`src/rtl/instr_port_arbiter.sv`:
```
// Two-port arbiter in front of a single-port combinational instruction ROM.
// Fetch has priority; debug is guaranteed a grant after MAX_WAIT lost cycles.
module instr_port_arbiter #(
    parameter int ADDR_W     = 32,
    parameter int DATA_W     = 32,
    parameter int DEPTH_LOG2 = 8,
    parameter int MAX_WAIT   = 4
) (
    input  logic              clk,
    input  logic              rst,
    input  logic              if_req,
    input  logic [ADDR_W-1:0] if_addr,
    output logic              if_gnt,
    output logic              if_stall,
    output logic              if_rvalid,
    output logic [DATA_W-1:0] if_rdata,
    input  logic              dbg_req,
    input  logic [ADDR_W-1:0] dbg_addr,
    output logic              dbg_gnt,
    output logic              dbg_rvalid,
    output logic [DATA_W-1:0] dbg_rdata,
    output logic              dbg_err,
    output logic              rom_ce,
    output logic [ADDR_W-1:0] rom_addr,
    input  logic [DATA_W-1:0] rom_instr
);

    localparam logic [3:0] MAX_WAIT_C = 4'(MAX_WAIT);

    logic [3:0]        wait_cnt_q, wait_cnt_d;
    logic              if_rvalid_q, if_rvalid_d;
    logic [DATA_W-1:0] if_rdata_q, if_rdata_d;
    logic              dbg_rvalid_q, dbg_rvalid_d;
    logic [DATA_W-1:0] dbg_rdata_q, dbg_rdata_d;
    logic              dbg_err_q, dbg_err_d;

    logic              dbg_wins;
    logic              any_gnt;
    logic              in_range;
    logic [DATA_W-1:0] rom_data;

    // NOTE: every signal driven here gets a value on every path, so no latches are inferred.
    always_comb begin
        dbg_wins = dbg_req & (~if_req | (wait_cnt_q == MAX_WAIT_C));
        dbg_gnt  = dbg_wins;
        if_gnt   = if_req & ~dbg_wins;
        if_stall = if_req & ~if_gnt;
        any_gnt  = if_gnt | dbg_gnt;

        rom_addr = '0;
        if (dbg_gnt)
            rom_addr = dbg_addr;
        else if (if_gnt)
            rom_addr = if_addr;

        in_range = (rom_addr[ADDR_W-1:DEPTH_LOG2+2] == '0);
        rom_ce   = any_gnt & in_range;
        // Out-of-range reads return zero (a NOP for the pipeline).
        rom_data = rom_ce ? rom_instr : '0;
    end

    always_comb begin
        wait_cnt_d = '0;
        if (dbg_req && !dbg_gnt)
            wait_cnt_d = (wait_cnt_q == MAX_WAIT_C) ? MAX_WAIT_C : wait_cnt_q + 4'd1;

        if_rvalid_d  = if_gnt;
        if_rdata_d   = if_gnt ? rom_data : if_rdata_q;
        dbg_rvalid_d = dbg_gnt;
        dbg_rdata_d  = dbg_gnt ? rom_data : dbg_rdata_q;
        dbg_err_d    = dbg_gnt & ~in_range;
    end

    // NOTE: sequential state uses non-blocking assignments so all flops update from pre-edge values.
    always_ff @(posedge clk) begin
        if (rst) begin
            wait_cnt_q   <= '0;
            if_rvalid_q  <= 1'b0;
            if_rdata_q   <= '0;
            dbg_rvalid_q <= 1'b0;
            dbg_rdata_q  <= '0;
            dbg_err_q    <= 1'b0;
        end else begin
            wait_cnt_q   <= wait_cnt_d;
            if_rvalid_q  <= if_rvalid_d;
            if_rdata_q   <= if_rdata_d;
            dbg_rvalid_q <= dbg_rvalid_d;
            dbg_rdata_q  <= dbg_rdata_d;
            dbg_err_q    <= dbg_err_d;
        end
    end

    assign if_rvalid  = if_rvalid_q;
    assign if_rdata   = if_rdata_q;
    assign dbg_rvalid = dbg_rvalid_q;
    assign dbg_rdata  = dbg_rdata_q;
    assign dbg_err    = dbg_err_q;

endmodule

```
`config.mk`:
```
export PLATFORM = sky130hd
export DESIGN_NAME = instr_port_arbiter
export DESIGN_NICKNAME = d
export VERILOG_FILES = /design/src/rtl/instr_port_arbiter.sv
export SDC_FILE = /design/constraint.sdc
export NUM_CORES = 1
export LEC_CHECK = 0
export CAP_MARGIN = 20
export CELL_PAD_IN_SITES_DETAIL_PLACEMENT = 0
export CELL_PAD_IN_SITES_GLOBAL_PLACEMENT = 1
export CORE_ASPECT_RATIO = 1.75
export CORE_UTILIZATION = 26
export DETAILED_ROUTE_END_ITERATION = 8
export PLACE_DENSITY = 0.93
export SETUP_SLACK_MARGIN = 0.5
export SLEW_MARGIN = 15
export SYNTH_ARGS = -nofsm -noshare
export SYNTH_HDL_FRONTEND = slang
export SYNTH_SLANG_ARGS = --single-unit
```
`constraint.sdc`:
```
create_clock -name clk -period 4.6 [get_ports clk]
set_clock_uncertainty 0.1 [all_clocks]
set_input_delay 0.46 -clock clk [delete_from_list [all_inputs] [get_ports clk]]
set_output_delay 0.46 -clock clk [all_outputs]
set_load 0.02 [all_outputs]
```
# Word-level counts from Yosys, hierarchy flattened
# Cells that the tools add are included.
[totals]
register_bits = 71
inputBits = 100
output_inout_bits = 103
elab_cells = 30
[op_classes]
addsub = 1
n_eq_ne = 1
mux = 4
n_bitwise = 12
n_reduce_logical = 5
[ops]
columns = ["cell", "n"]
rows = [
  ["$mux W32", 3],
  ["$logic_not A22 Y1", 1],
  ["$and A1 B1 Y1", 5],
  ["$not A1 Y1", 5],
  ["$add A4 B1 Y4 const B", 1],
  ["$eq A4 B3 Y1 const B", 1],
  ["$mux W3", 1],
  ["$reduce_or A3 Y1", 1],
  ["$or A1 B1 Y1", 2],
  ["$reduce_or A2 Y1", 1],
  ["$logic_and A1 B1 Y1", 1],
  ["$logic_not A1 Y1", 1],
]

# Longest topological paths before layout
[depth]
ltp_word = 10
ltp_mapped = 8

# Worst setup path after synthesis
# Ideal clock, no wire load.
[synth_timing]
kind = "reg-to-output"
start = "reg wait_cnt_q[0]"
end = "out rom_addr[21]"
arrival_ps = 1848
required_time_ps = 4040
path_slack_ps = 2192
stages_incl_launch_ff = 8
n_path_buf = 1
cell_sequence = "dfxtp_1 -> inv_1 -> ha_1 -> and3b_1 -> o21ai_1 -> inv_2 -> clkbuf_1 -> o21ai_0"
[synth_between]
elab_chain_cells = 7
[synth_lines]
columns = ["item", "line_no", "source"]
rows = [
  ["start: declaration", "30", "logic [3:0] wait_cnt_q, wait_cnt_d;"],
  ["start signal: assignment", "84", "wait_cnt_q <= wait_cnt_d;"],
  ["$eq A4 B3 Y1 (*)", "44", "dbg_wins = dbg_req & (~if_req | (wait_cnt_q == MAX_WAIT_C));"],
  ["$or A1 B1 Y1 (*)", "44", ""],
  ["$and A1 B1 Y1 (*)", "44", ""],
  ["$not A1 Y1", "46", "if_gnt = if_req & ~dbg_wins;"],
  ["$and A1 B1 Y1", "46", ""],
  ["$mux W32", "53", "else if (if_gnt)"],
  ["$mux W32 (*)", "51", "if (dbg_gnt)"],
  ["end: declaration", "24", "output logic [ADDR_W-1:0] rom_addr,"],
]
# Every way passes the cells marked *; elsewhere a longest branch is shown, timed or not.

# Worst setup path in the final report
[layout_timing]
start = "in if_req"
end = "out rom_addr[24]"
[layout_between]
elab_chain_cells = 7
[layout_lines]
columns = ["item", "line_no", "source"]
rows = [
  ["start: declaration", "11", "input logic if_req,"],
  ["$not A1 Y1", "44", ""],
  ["$or A1 B1 Y1", "44", ""],
  ["$and A1 B1 Y1", "44", ""],
  ["$not A1 Y1", "46", ""],
  ["$and A1 B1 Y1", "46", ""],
  ["$mux W32", "53", ""],
  ["$mux W32 (*)", "51", ""],
]
# Marks and branches as above.

==> flow_metrics.env <==
export IMPL_status="completed"
export IMPL_peakVddDrop_uv=248
export IMPL_combPwrFrac=0.148
export IMPL_instances_no_fill=624
export IMPL_crit_path_frequent_cell="clkdlybuf4s50_1"
export IMPL_internal_power_mw=1.23
export IMPL_core_sq_um=10400
export IMPL_layout_drive_gt1_share=0.0584
export IMPL_slew_violations=0
export IMPL_synth_edf_count=0
export IMPL_power_switching_uw=362
export IMPL_track_usage=0.182
export IMPL_cts_buffer_depth=2
export IMPL_ctsResizeCount=0
export IMPL_tritoncts_num_buffers=9
export IMPL_worstPathRequired_ps=4040
export IMPL_netlist_area_sq_um=2810
export IMPL_final_core_util=0.508
export IMPL_syn_to_final_growth_pct=87.4
export IMPL_ctsHoldBuffers=0
export IMPL_ant_nets=0
export IMPL_grt_antenna_before_repair=0
export IMPL_cts_setup_buffers=0
export IMPL_clk_pin_slew_worst_paths_ps=60
export IMPL_slowest_stage="clkdlybuf4s50_1"
export IMPL_cts_tree="yes"
export IMPL_viasPerCell=4.96
export IMPL_dieHeight_um=139
export IMPL_min_period_ps=3670
export IMPL_wl_per_cell_um=16.7
export IMPL_fmax_ghz=0.272
export IMPL_syn_inst=295
export IMPL_switching_share=0.227
export IMPL_power_leakage_nw=2.00
export IMPL_dp_hpwl_mm=7.77
export IMPL_grt_pass1_wl_mm=15.4
export IMPL_drc=0
export IMPL_synth_seq_cells=71
export IMPL_cap_viol_max_count=0
export IMPL_cts_root_buf="clkbuf_16"
export IMPL_drtPass1Iterations=4
export IMPL_dp_cells=608
export IMPL_worstSetupPathType="primary input to primary output"
export IMPL_ys_flop_type="dfxtp_1"
export IMPL_power_density_nw_per_um2=303
export IMPL_num_vias=3094
export IMPL_clock_insertion_delay_worst_skew_ps=320
export IMPL_synth_avg_cell_area_sq_um=9.52
export IMPL_rows=49
export IMPL_power_mw=1.60
export IMPL_hp_class="register to register"
export IMPL_fin_tns_setup_ps=0
export IMPL_diodes=0
export IMPL_r2r_cells=8
export IMPL_endpoint_kind="primary output"
export IMPL_max_slew_margin=0.415
export IMPL_ys_async_sr_fraction=0
export IMPL_grt_max_degree=65
export IMPL_cts_sinks=71
export IMPL_synth_cell_types=28
export IMPL_max_stage_delay_ps=680
export IMPL_crit_arrival_ps=3110
export IMPL_gp_congestion=0.849
export IMPL_chipWidth_um=80.6
export IMPL_grt_ovfl_total=0
export IMPL_drt_iter0_drc=80
export IMPL_ys_warn_count=0
export IMPL_htreeDepth=3
export IMPL_grt_pass1_vias=3030
export IMPL_seq_area_frac_synth=0.506
export IMPL_io_pins=203
export IMPL_hold_viol_final=0
export IMPL_syn_nets=397
export IMPL_tightest_slew_ps=877
export IMPL_rsz0062_at_grt="false"
export IMPL_period_share=0.798
export IMPL_hold_ws_ps=371
export IMPL_dieArea_sq_um=11200
export IMPL_start_util=0.271
export IMPL_nets=594
export IMPL_setup_viol=0
export IMPL_min_path_cells=1
export IMPL_portBuffers=202
export IMPL_seq_power_share=0.387
export IMPL_start_kind="primary input"
export IMPL_wirelength_mm=10.4
export IMPL_crit_path_max_fanout=64
export IMPL_p_clk_frac=0.465
export IMPL_crit_path_cell_trace="clkdlybuf4s50_1 > buf_4 > inv_1 > o21ai_1 > inv_2 > o21ai_0 > clkdlybuf4s50_1"
==> placed cells by master, fill, tap and decap left out, types with 2 or more instances in the layout <==
cell type        Yosys  final
o21ai_0             29     29
nand2_1             58     58
dfxtp_1             71     71
a22o_1              68     68
buf_4                0      5
nor2_1              11      9
clkinv_2             0      3
nor4_1               9      9
inv_1                4      4
a2111oi_4            1      2
bufinv_16            0      2
clkbuf_16            0      9
nor2b_1              2      2
nand3_1              5      5
clkdlybuf4s50_1      0    202
o21ai_1              2      2
ha_1                 2      2
nor2_2               0      2
==> power groups by stage <==
stage,combinational (mW),sequential [mW],clock (mW)
2_1_floorplan,0.0760,0.633,0
3_3_place_gp,0.234,0.631,0
3_5_place_dp,0.236,0.631,0
4_1_cts,0.237,0.618,0.763
5_1_grt,0.250,0.618,0.792
6_report,0.236,0.618,0.742
==> per-stage QoR <==
stage          area, sq um  worst slack [ps]
2_1_floorplan         2810              2190
3_3_place_gp          4940               993
3_5_place_dp          4940               908
4_1_cts               5260               906
5_1_grt               5260               769
6_report              5260               929
==> worst max-delay path, delay by kind of cell <==
| family | cells | cell delay [ps] |
|---|---|---|
| compound gates | 2 | 680 |
| buf+inv | 5 | 1970 |
==> path summary, 6_finish.rpt <==
| kind | endpoint | startpoint | slack [ps] |
|---|---|---|---|
| worst max-delay path | rom_addr[24] | if_req | 930 |
| worst min-delay path | wait_cnt_q[0]$_SDFF_PP0_ | wait_cnt_q[0]$_SDFF_PP0_ | 370 |
| worst max register to register | if_rdata[4]$_SDFFE_PP0N_ | wait_cnt_q[0]$_SDFF_PP0_ | 1920 |
| worst min register to register | wait_cnt_q[0]$_SDFF_PP0_ | wait_cnt_q[0]$_SDFF_PP0_ | 370 |
==> metal layers <==
layer,part of all wire,GRT usage
met4,0.019,0.0639
met2,0.53,0.350
met1,0.35,0.169
met5,0,0
met3,0.11,0.0636
==> cell type report <==
| cell class | instances | area, sq um |
|---|---|---|
| clock buffer | 10 | 239 |
| clock inverter | 6 | 83.8 |
| fill | 967 | 5100 |
| inverter | 5 | 18.8 |
| multi-input combinational | 198 | 1280 |
| sequential | 71 | 1420 |
| tap | 127 | 159 |
| timing repair buffer | 207 | 2060 |
==> kinds of logic (layout without fill, tap and decap cells) <==
family / count (synthesis) / in the layout / share of synthesized area
buffers and inverters: 26 / 228 / 0.0441
xor gates and xnor gates: 1 / 1 / 0.00312
DFF: 71 / 71 / 0.506
AOI/OAI and AO/OA: 104 / 104 / 0.290
and+or+nand+nor: 91 / 91 / 0.148
adders and majority gates: 2 / 2 / 0.00891
==> registers in the layout, indices dropped and copies added (netlist names) <==
signal and cells:
dbg_rvalid 1, wait_cnt_q 4, if_rvalid 1, dbg_err 1, if_rdata 32, dbg_rdata 32
==> cells in the mapped netlist, types with 2 or more instances <==
cell	count	area (sq um)
dfxtp_1	71	1420
a22o_1	68	596
nand2_1	58	218
o21ai_0	29	145
clkbuf_1	14	52.6
nor2_1	11	41.3
nor4_1	9	56.3
nand3_1	5	25.0
inv_1	4	15.0
buf_2	3	15.0
buf_6	3	33.8
ha_1	2	25.0
nor2b_1	2	12.5
o21ai_1	2	10.0
Note: power is estimated with default switching activity, not from simulation.
